**src/rtl/core_control_fsm.sv**
```systemverilog
// core_control_fsm: multi-cycle instruction sequencer for a small RISC core.
// Walks each instruction through FETCH -> DECODE -> EXECUTE -> [MEM] -> WRITEBACK.
// It bounds each memory handshake with a wait counter and parks in TRAP on an
// illegal opcode or a memory timeout.
// Ports:
//   clk, rst_n                    clock, asynchronous active-low reset
//   run                           permit fetch of a new instruction
//   instr_type[2:0]               decoder instruction class (7 = illegal)
//   save_to_reg, rd_memory,
//   wr_memory, is_branch, inc_pc  decoder flags for the instruction in IR
//   branch_taken                  ALU branch compare result
//   imem_ack, dmem_ack            memory acknowledge strobes
//   imem_req, dmem_req, dmem_we   memory request strobes / data write qualifier
//   ir_load, rf_we, pc_we, pc_sel IR capture, RF write, PC update, PC source
//   state[2:0]                    current state encoding
//   halted                        high while in TRAP
//   trap_cause[1:0]               0 none, 1 illegal, 2 imem timeout, 3 dmem timeout
//   retire_count[RETIRE_W-1:0]    instructions that completed WRITEBACK
module core_control_fsm #(
  parameter int unsigned RETIRE_W = 32,
  parameter int unsigned TIMEOUT  = 255
) (
  input  logic                clk,
  input  logic                rst_n,
  input  logic                run,
  input  logic [2:0]          instr_type,
  input  logic                save_to_reg,
  input  logic                rd_memory,
  input  logic                wr_memory,
  input  logic                is_branch,
  input  logic                inc_pc,
  input  logic                branch_taken,
  input  logic                imem_ack,
  input  logic                dmem_ack,
  output logic                imem_req,
  output logic                dmem_req,
  output logic                dmem_we,
  output logic                ir_load,
  output logic                rf_we,
  output logic                pc_we,
  output logic                pc_sel,
  output logic [2:0]          state,
  output logic                halted,
  output logic [1:0]          trap_cause,
  output logic [RETIRE_W-1:0] retire_count
);

  localparam int unsigned WAIT_W = 8;
  // Last ack-less cycle allowed before a timeout trap is taken.
  localparam logic [WAIT_W-1:0] WAIT_LAST     = WAIT_W'(TIMEOUT - 1);
  localparam logic [2:0]        INSTR_ILLEGAL = 3'd7;

  localparam logic [1:0] CAUSE_ILLEGAL = 2'd1;
  localparam logic [1:0] CAUSE_IMEM    = 2'd2;
  localparam logic [1:0] CAUSE_DMEM    = 2'd3;

  typedef enum logic [2:0] {
    ST_IDLE      = 3'd0,
    ST_FETCH     = 3'd1,
    ST_DECODE    = 3'd2,
    ST_EXECUTE   = 3'd3,
    ST_MEM       = 3'd4,
    ST_WRITEBACK = 3'd5,
    ST_TRAP      = 3'd7
  } state_t;

  state_t              state_q, state_d;
  logic [WAIT_W-1:0]   wait_q, wait_d;
  logic [1:0]          cause_q, cause_d;
  logic [RETIRE_W-1:0] retire_q, retire_d;

  // State and bookkeeping registers.
  always_ff @(posedge clk or negedge rst_n) begin
    if (!rst_n) begin
      state_q  <= ST_IDLE;
      wait_q   <= '0;
      cause_q  <= '0;
      retire_q <= '0;
    end else begin
      state_q  <= state_d;
      wait_q   <= wait_d;
      cause_q  <= cause_d;
      retire_q <= retire_d;
    end
  end

  // Next-state, trap cause, retire and wait-counter update.
  always_comb begin
    state_d  = state_q;
    cause_d  = cause_q;
    retire_d = retire_q;
    wait_d   = wait_q;
    case (state_q)
      ST_IDLE: begin
        if (run) state_d = ST_FETCH;
      end
      ST_FETCH: begin
        // Ack wins over a timeout landing in the same cycle.
        if (imem_ack) begin
          state_d = ST_DECODE;
        end else if (wait_q == WAIT_LAST) begin
          state_d = ST_TRAP;
          cause_d = CAUSE_IMEM;
        end
      end
      ST_DECODE: begin
        if (instr_type == INSTR_ILLEGAL) begin
          state_d = ST_TRAP;
          cause_d = CAUSE_ILLEGAL;
        end else begin
          state_d = ST_EXECUTE;
        end
      end
      ST_EXECUTE: begin
        state_d = (rd_memory || wr_memory) ? ST_MEM : ST_WRITEBACK;
      end
      ST_MEM: begin
        if (dmem_ack) begin
          state_d = ST_WRITEBACK;
        end else if (wait_q == WAIT_LAST) begin
          state_d = ST_TRAP;
          cause_d = CAUSE_DMEM;
        end
      end
      ST_WRITEBACK: begin
        retire_d = retire_q + RETIRE_W'(1);
        state_d  = run ? ST_FETCH : ST_IDLE;
      end
      ST_TRAP: begin
        state_d = ST_TRAP;
      end
      default: begin
        state_d = ST_IDLE;
      end
    endcase

    // Counter is zero on every state change, so each FETCH/MEM visit starts fresh.
    if (state_d != state_q) begin
      wait_d = '0;
    end else if (state_q == ST_FETCH || state_q == ST_MEM) begin
      wait_d = wait_q + WAIT_W'(1);
    end
  end

  // Strobe decode; everything defaults low.
  always_comb begin
    imem_req = 1'b0;
    dmem_req = 1'b0;
    dmem_we  = 1'b0;
    ir_load  = 1'b0;
    rf_we    = 1'b0;
    pc_we    = 1'b0;
    pc_sel   = 1'b0;
    case (state_q)
      ST_FETCH: begin
        imem_req = 1'b1;
        ir_load  = imem_ack;
      end
      ST_MEM: begin
        dmem_req = 1'b1;
        dmem_we  = wr_memory;
      end
      ST_WRITEBACK: begin
        pc_we  = 1'b1;
        rf_we  = save_to_reg | rd_memory;
        pc_sel = is_branch & (inc_pc | branch_taken);
      end
      default: begin
      end
    endcase
  end

  assign state        = state_q;
  assign halted       = (state_q == ST_TRAP);
  assign trap_cause   = cause_q;
  assign retire_count = retire_q;

endmodule

```
**config.mk**
```make
export PLATFORM = sky130hd
export DESIGN_NAME = core_control_fsm
export DESIGN_NICKNAME = d
export VERILOG_FILES = /design/src/rtl/core_control_fsm.sv
export SDC_FILE = /design/constraint.sdc
export NUM_CORES = 1
export LEC_CHECK = 0
export CAP_MARGIN = 5
export CORE_MARGIN = 2
export CORE_UTILIZATION = 48
export DETAILED_ROUTE_END_ITERATION = 12
export HOLD_SLACK_MARGIN = 0.1
export PLACE_DENSITY = 0.86
export SLEW_MARGIN = 20
export SYNTH_ARGS = -nofsm -noshare
export SYNTH_HDL_FRONTEND = slang
export SYNTH_SLANG_ARGS = --single-unit
```
**constraint.sdc**
```tcl
create_clock -name clk -period 2.19 [get_ports clk]
set_clock_uncertainty 0.05 [all_clocks]
set_input_delay 0.438 -clock clk [delete_from_list [all_inputs] [get_ports clk]]
set_output_delay 0.438 -clock clk [all_outputs]
set_load 0.01 [all_outputs]
```
; ---- Yosys cells after proc, flatten, opt, wreduce, memory -nomap -nowiden
; Cells that the tools add are included.
[classes]
mux = 23
magnitude_cmp = 0
n_bitwise = 3
mul = 0
n_div = 0
n_eq_ne = 14
n_reduce_logical = 6
addsub = 2
shifts = 0
[ops]
columns = cell, n
row1 = 32-bit by 1-bit adder with 32-bit output (second input constant), 1
row2 = 3-bit case mux with 7 select lines, 1
row3 = 8-bit two-way mux, 2
row4 = 3-bit two-way mux, 5
row5 = 3-bit equality test (second input constant), 4
row6 = 2-bit two-way mux, 5
row7 = 2-bit inequality test (second input constant), 5
row8 = 1-bit two-way mux, 9
row9 = 8-bit by 1-bit adder with 8-bit output (second input constant), 1
row10 = 8-bit equality test (second input constant), 1
row11 = 3-bit by 2-bit equality test with 1-bit output (second input constant), 2
row12 = 2-bit case mux with 3 select lines, 1
row13 = 6-bit AND reduction, 1
row14 = 3-bit by 1-bit equality test with 1-bit output (second input constant), 1
row15 = 3-bit logical NOT, 1
row16 = 3-bit inequality test, 1
row17 = 3-bit nonzero test, 1
row18 = 1-bit logical OR, 2
row19 = 1-bit OR, 2
row20 = 2-bit nonzero test, 1
row21 = 1-bit AND, 1
[word_totals]
ramBits = 0
mem_count = 0
ff_bits = 45
wordCells = 52
mem_bits_ro = 0
latchBits = 0

; ---- Depth between registers and ports, before layout
[depth]
word_depth = 6
mapped_depth = 8

; ---- Least setup slack after synthesis
; No wires, ideal clock.
[synth_timing]
path_type = register to register
from = register state_q[1] (netlist: state[1])
to = register retire_q[24] (netlist: retire_count[24])
required_time_ps = 2061
stages_incl_launch_ff = 7
setup_ps = 79
slack_ps = 350
n_path_buf = 1
t_arrival_ps = 1711
path_cell_list = dfrtp_1 > and3b_1 > buf_4 > nand3_2 > or4_4 > nor2_1 > xor2_1
[synth_between]
elab_chain_cells = 1
[synth_lines]
columns = element, line_no
row1 = "start, declared", 67  ; state_t state_q, state_d;
row2 = "start signal, assigned", 80  ; state_q <= state_d;
row3 = 3-bit equality test, 93  ; case (state_q)
row4 = "end signal, assigned", 83  ; retire_q <= retire_d;
row5 = "end, declared", 70  ; logic [RETIRE_W-1:0] retire_q, retire_d;
; Every way passes these cells.
; A chain may end at the register's enable or synchronous reset.

; ---- Worst setup path in the final report
[layout_timing]
from = register state_q[2] (netlist: state[2])
to = output rf_we
[layout_between]
elab_chain_cells = 2
[layout_lines]
columns = element, line_no
row1 = 3-bit equality test, 154  ; case (state_q)
row2 = 1-bit two-way mux, 154
row3 = "end, declared", 39  ; output logic rf_we,
; Every way passes these cells.

==> results.txt <==
----------------------------------------------------
[Logic synthesis]
  Post-synthesis cell count ... between 200 and 250
  Leading area contributor after synthesis ... sky130_fd_sc_hd__dfrtp_1
  Number of synthesized register bits ... 45
  Area of the mapped netlist ... 2270 um2
  Async set-or-reset flop fraction in the synthesized netlist ... 100%
  Average cell area after synthesis ... 10.1 um2
  Synth Net Count ... roughly 240
  Number of distinct library cells after synthesis ... 34
  Total number of yosys warnings ... 0
  Post-synth top area share ... approximately 50%
  Seq/Total Area, Yosys ... 49.7%
  Number of flops mapped to enable cells by yosys ... 0
  Most frequently used flop master after synthesis ... sky130_fd_sc_hd__dfrtp_1
  Main area contributors after synthesis ... sky130_fd_sc_hd__dfrtp_1 50%, sky130_fd_sc_hd__xnor2_1 9.7%, sky130_fd_sc_hd__xor2_1 5.4%

[Routing]
  Number of DRC markers in iteration 0 ... 120
  Number of remaining DRC errors ... 0
  Ratio of routed vias to standard cells ... between 5 and 6
  Routed via count ... about 1900
  Routed wire length per instance ... ~14 um
  Routed wire length ... approximately 5100 um
  Antenna Nets Post-Route ... 0
  Detailed Routing Iterations Pass 1 ... 4

[CTS]
  Clock-pin slew on the worst setup and hold paths ... 0.08 ns
  Worst-skew pair later-pin latency ... roughly 0.29 ns
  TritonCTS clock tree ... done
  H-tree depth ... 2
  Root Buffer ... sky130_fd_sc_hd__clkbuf_8
  Clock Sink Count ... 45
  Maximum root-to-sink buffer count ... 2
  # hold bufs at CTS ... 0
  CTS Buf Count ... 5

[Status]
  Result of the run ... finished, final reports clean

[Finish]
  Fraction of final layout cells with drive strength greater than 1 ... between 10% and 20%
  Non-filler cells in the finished layout ... between 300 and 400
  Area delta synth->final ... 35.9%
  Number of inserted diodes ... 0
  Number of nets in the final layout ... 315
  Final core utilization ... about 69%

[Floorplan]
  Die W ... a little over 70 um
  Initial cell density of the core ... roughly half
  Number of core rows ... 24
  Die ar. ... between 5000 and 6000 um2
  Io pins ... between 50 and 60
  Std-Cell Core Area ... 4440 um2
  Vertical die dimension ... a little over 70 um

[Flow run]
  Max_cap viols ... 0

[Power and ir drop]
  Reported leakage power ... roughly 1.4 nW
  Power per cell area ... 830 nW/um2
  Peak ir drop on the vdd network ... ~0.5 mV

[Global routing]
  M1 GR Usage ... 28.4%
  GRT busiest layer ... met2
  GRT met3 Usage ... 4.01%
  Via count of the first global-routing pass ... around 1800
  Antenna violations before repair ... 0
  Maximum number of pins on one net before global-route repair ... 30
  GRT Total Usage ... approximately 21%
  GR Overflow Total ... 0
  Global routing usage on met2 ... 33.4%
  Wire length of the first global-routing pass ... 8580 um

[STA]
  Setup repair after global routing missed its margin ... false
  Min setup slack post-route ... roughly 0.064 ns
  Part of the cycle the worst path needs ... a little over nine tenths
  Max Transition Viols Final ... 0
  Relative max-transition margin ... a little under three fifths
  Hold slack ... between 0.1 and 0.15 ns
  Hold Fails Final Rpt ... 0
  Final critical path time including I/O delays and setup ... about 2.1 ns
  Total of endpoints with negative setup slack in the final report ... 0
  Fmax achieved ... 0.470 GHz
  Worst-margin pin slew ... about 0.64 ns

[Setup path]
  Path type of the worst setup path ... flip-flop to primary output
  Crit path max fanout ... 7
  Kind of start point of the critical path ... flip-flop
  Critical path required time ... between 1.5 and 2 ns
  Data arrival at the endpoint of the critical path ... 1.64 ns
  Critical Path End Type ... primary output

[Place]
  IO Port Bufs ... 58
  Pre-CTS setup slack ... -0.0357 ns
  Weighted congestion at the end of routability-driven global placement ... around 0.83
  Placed insts ... ~340
  Estimated wirelength of the detail-placed design ... ~3800 um

[Worst hold path]
  Path class of the lowest-slack min-delay path ... input port to asynchronous set/reset pin

----------------------------------------------------
flip-flops by register name, summed over array words and instances (netlist names):
register,count
trap_cause,2
retire_count,32
state,3
wait_q,8
per-stage QoR:
stage,power (mW),TNS (ns),area (um2)
after CTS,2.55,0,3060
final,2.56,0,3080
after floorplan,1.56,0,2270
after global routing,2.72,0,3080
after global placement,2.03,-0.0223,2980
after detailed placement,2.05,-0.0357,2980
Yosys cell counts, drive strengths merged, types with 4 or more instances:
library cell and count:
nor3 6, dfrtp 45, inv 6, xnor2 25, xor2 14, clkbuf 5
and3 12, nand4 9, nand2 16, o21ai 4, nor2 26, a21oi 4
nand3 17
layout by cell type (no fill, tap or decap), types with 9 or more instances in the layout:
cell type and n:
sky130_fd_sc_hd__clkdlybuf4s50_1 53, sky130_fd_sc_hd__dfrtp_1 43, sky130_fd_sc_hd__nor2_1 25, sky130_fd_sc_hd__xnor2_1 25, sky130_fd_sc_hd__nand2_1 16, sky130_fd_sc_hd__nand3_1 16, sky130_fd_sc_hd__buf_4 15, sky130_fd_sc_hd__xor2_1 14
sky130_fd_sc_hd__and3_1 12, sky130_fd_sc_hd__nand4_1 9
timing repair:
item                       CTS  global route
gates resized for setup      7             1
setup endpoints to repair    5             2
pin swaps                    1             1
hold endpoints to repair     0             0
setup buffers                0             2
where the power goes:
group | internal [mW] | switching, mW | leakage [nW]
Clock | 0.221 | 0.258 | 0.0450
Sequential | 0.924 | 0.116 | 0.612
Combinational | 0.531 | 0.506 | 0.721
logic make-up (layout without fill, tap and decap cells):
group | after synthesis | in the layout | synth area share, %
AOI/OAI and AO/OA | 22 | 22 | 6.85
xor gates and xnor gates | 39 | 39 | 15.1
adders and majority gates | 4 | 4 | 2.10
buffers and inverters | 12 | 87 | 2.15
DFF | 45 | 45 | 49.7
muxes | 2 | 2 | 0.994
and+or+nand+nor | 100 | 100 | 23.1
path summary, 6_finish.rpt:
check,startpoint,end,slack [ns],depth (start not counted)
worst max-delay path,state[2]$_DFF_PN0_,rf_we,0.06,3
worst min-delay path,rst_n,retire_count[26]$_DFFE_PN0P_,0.12,1
worst max register to register,state[2]$_DFF_PN0_,wait_q[4]$_DFFE_PN0P_,0.24,7
worst min register to register,retire_count[31]$_DFFE_PN0P_,retire_count[31]$_DFFE_PN0P_,0.42,1
max in group asynchronous,rst_n,retire_count[13]$_DFFE_PN0P_,1.37,2
min in group clk,retire_count[31]$_DFFE_PN0P_,retire_count[31]$_DFFE_PN0P_,0.42,1
worst max-delay path, cell delays in order (launching register included):
cell,delay (ns)
sky130_fd_sc_hd__dfrtp_2,0.43
sky130_fd_sc_hd__and3b_2,0.27
sky130_fd_sc_hd__o21a_1,0.13
sky130_fd_sc_hd__clkdlybuf4s50_1,0.53
per-layer routing:
layer	part of all wire (%)	wire (um)	vias up
met1	46	2320	964
met3	3.8	190	7
met4	0.97	49	0
li1	-	-	929
met2	50	2510	45
met5	0	0	-
final cells by class:
cell class / instances / area (um2)
fillers: 362 / 1360
flip-flops and latches: 45 / 1130
multi-input cells: 167 / 1090
repair buffers: 73 / 687
clock buffers: 6 / 72.6
well taps: 52 / 65.1
inverters: 6 / 22.5
clock inverters: 2 / 10.0
No activity file was read; power rests on OpenSTA's default activity.
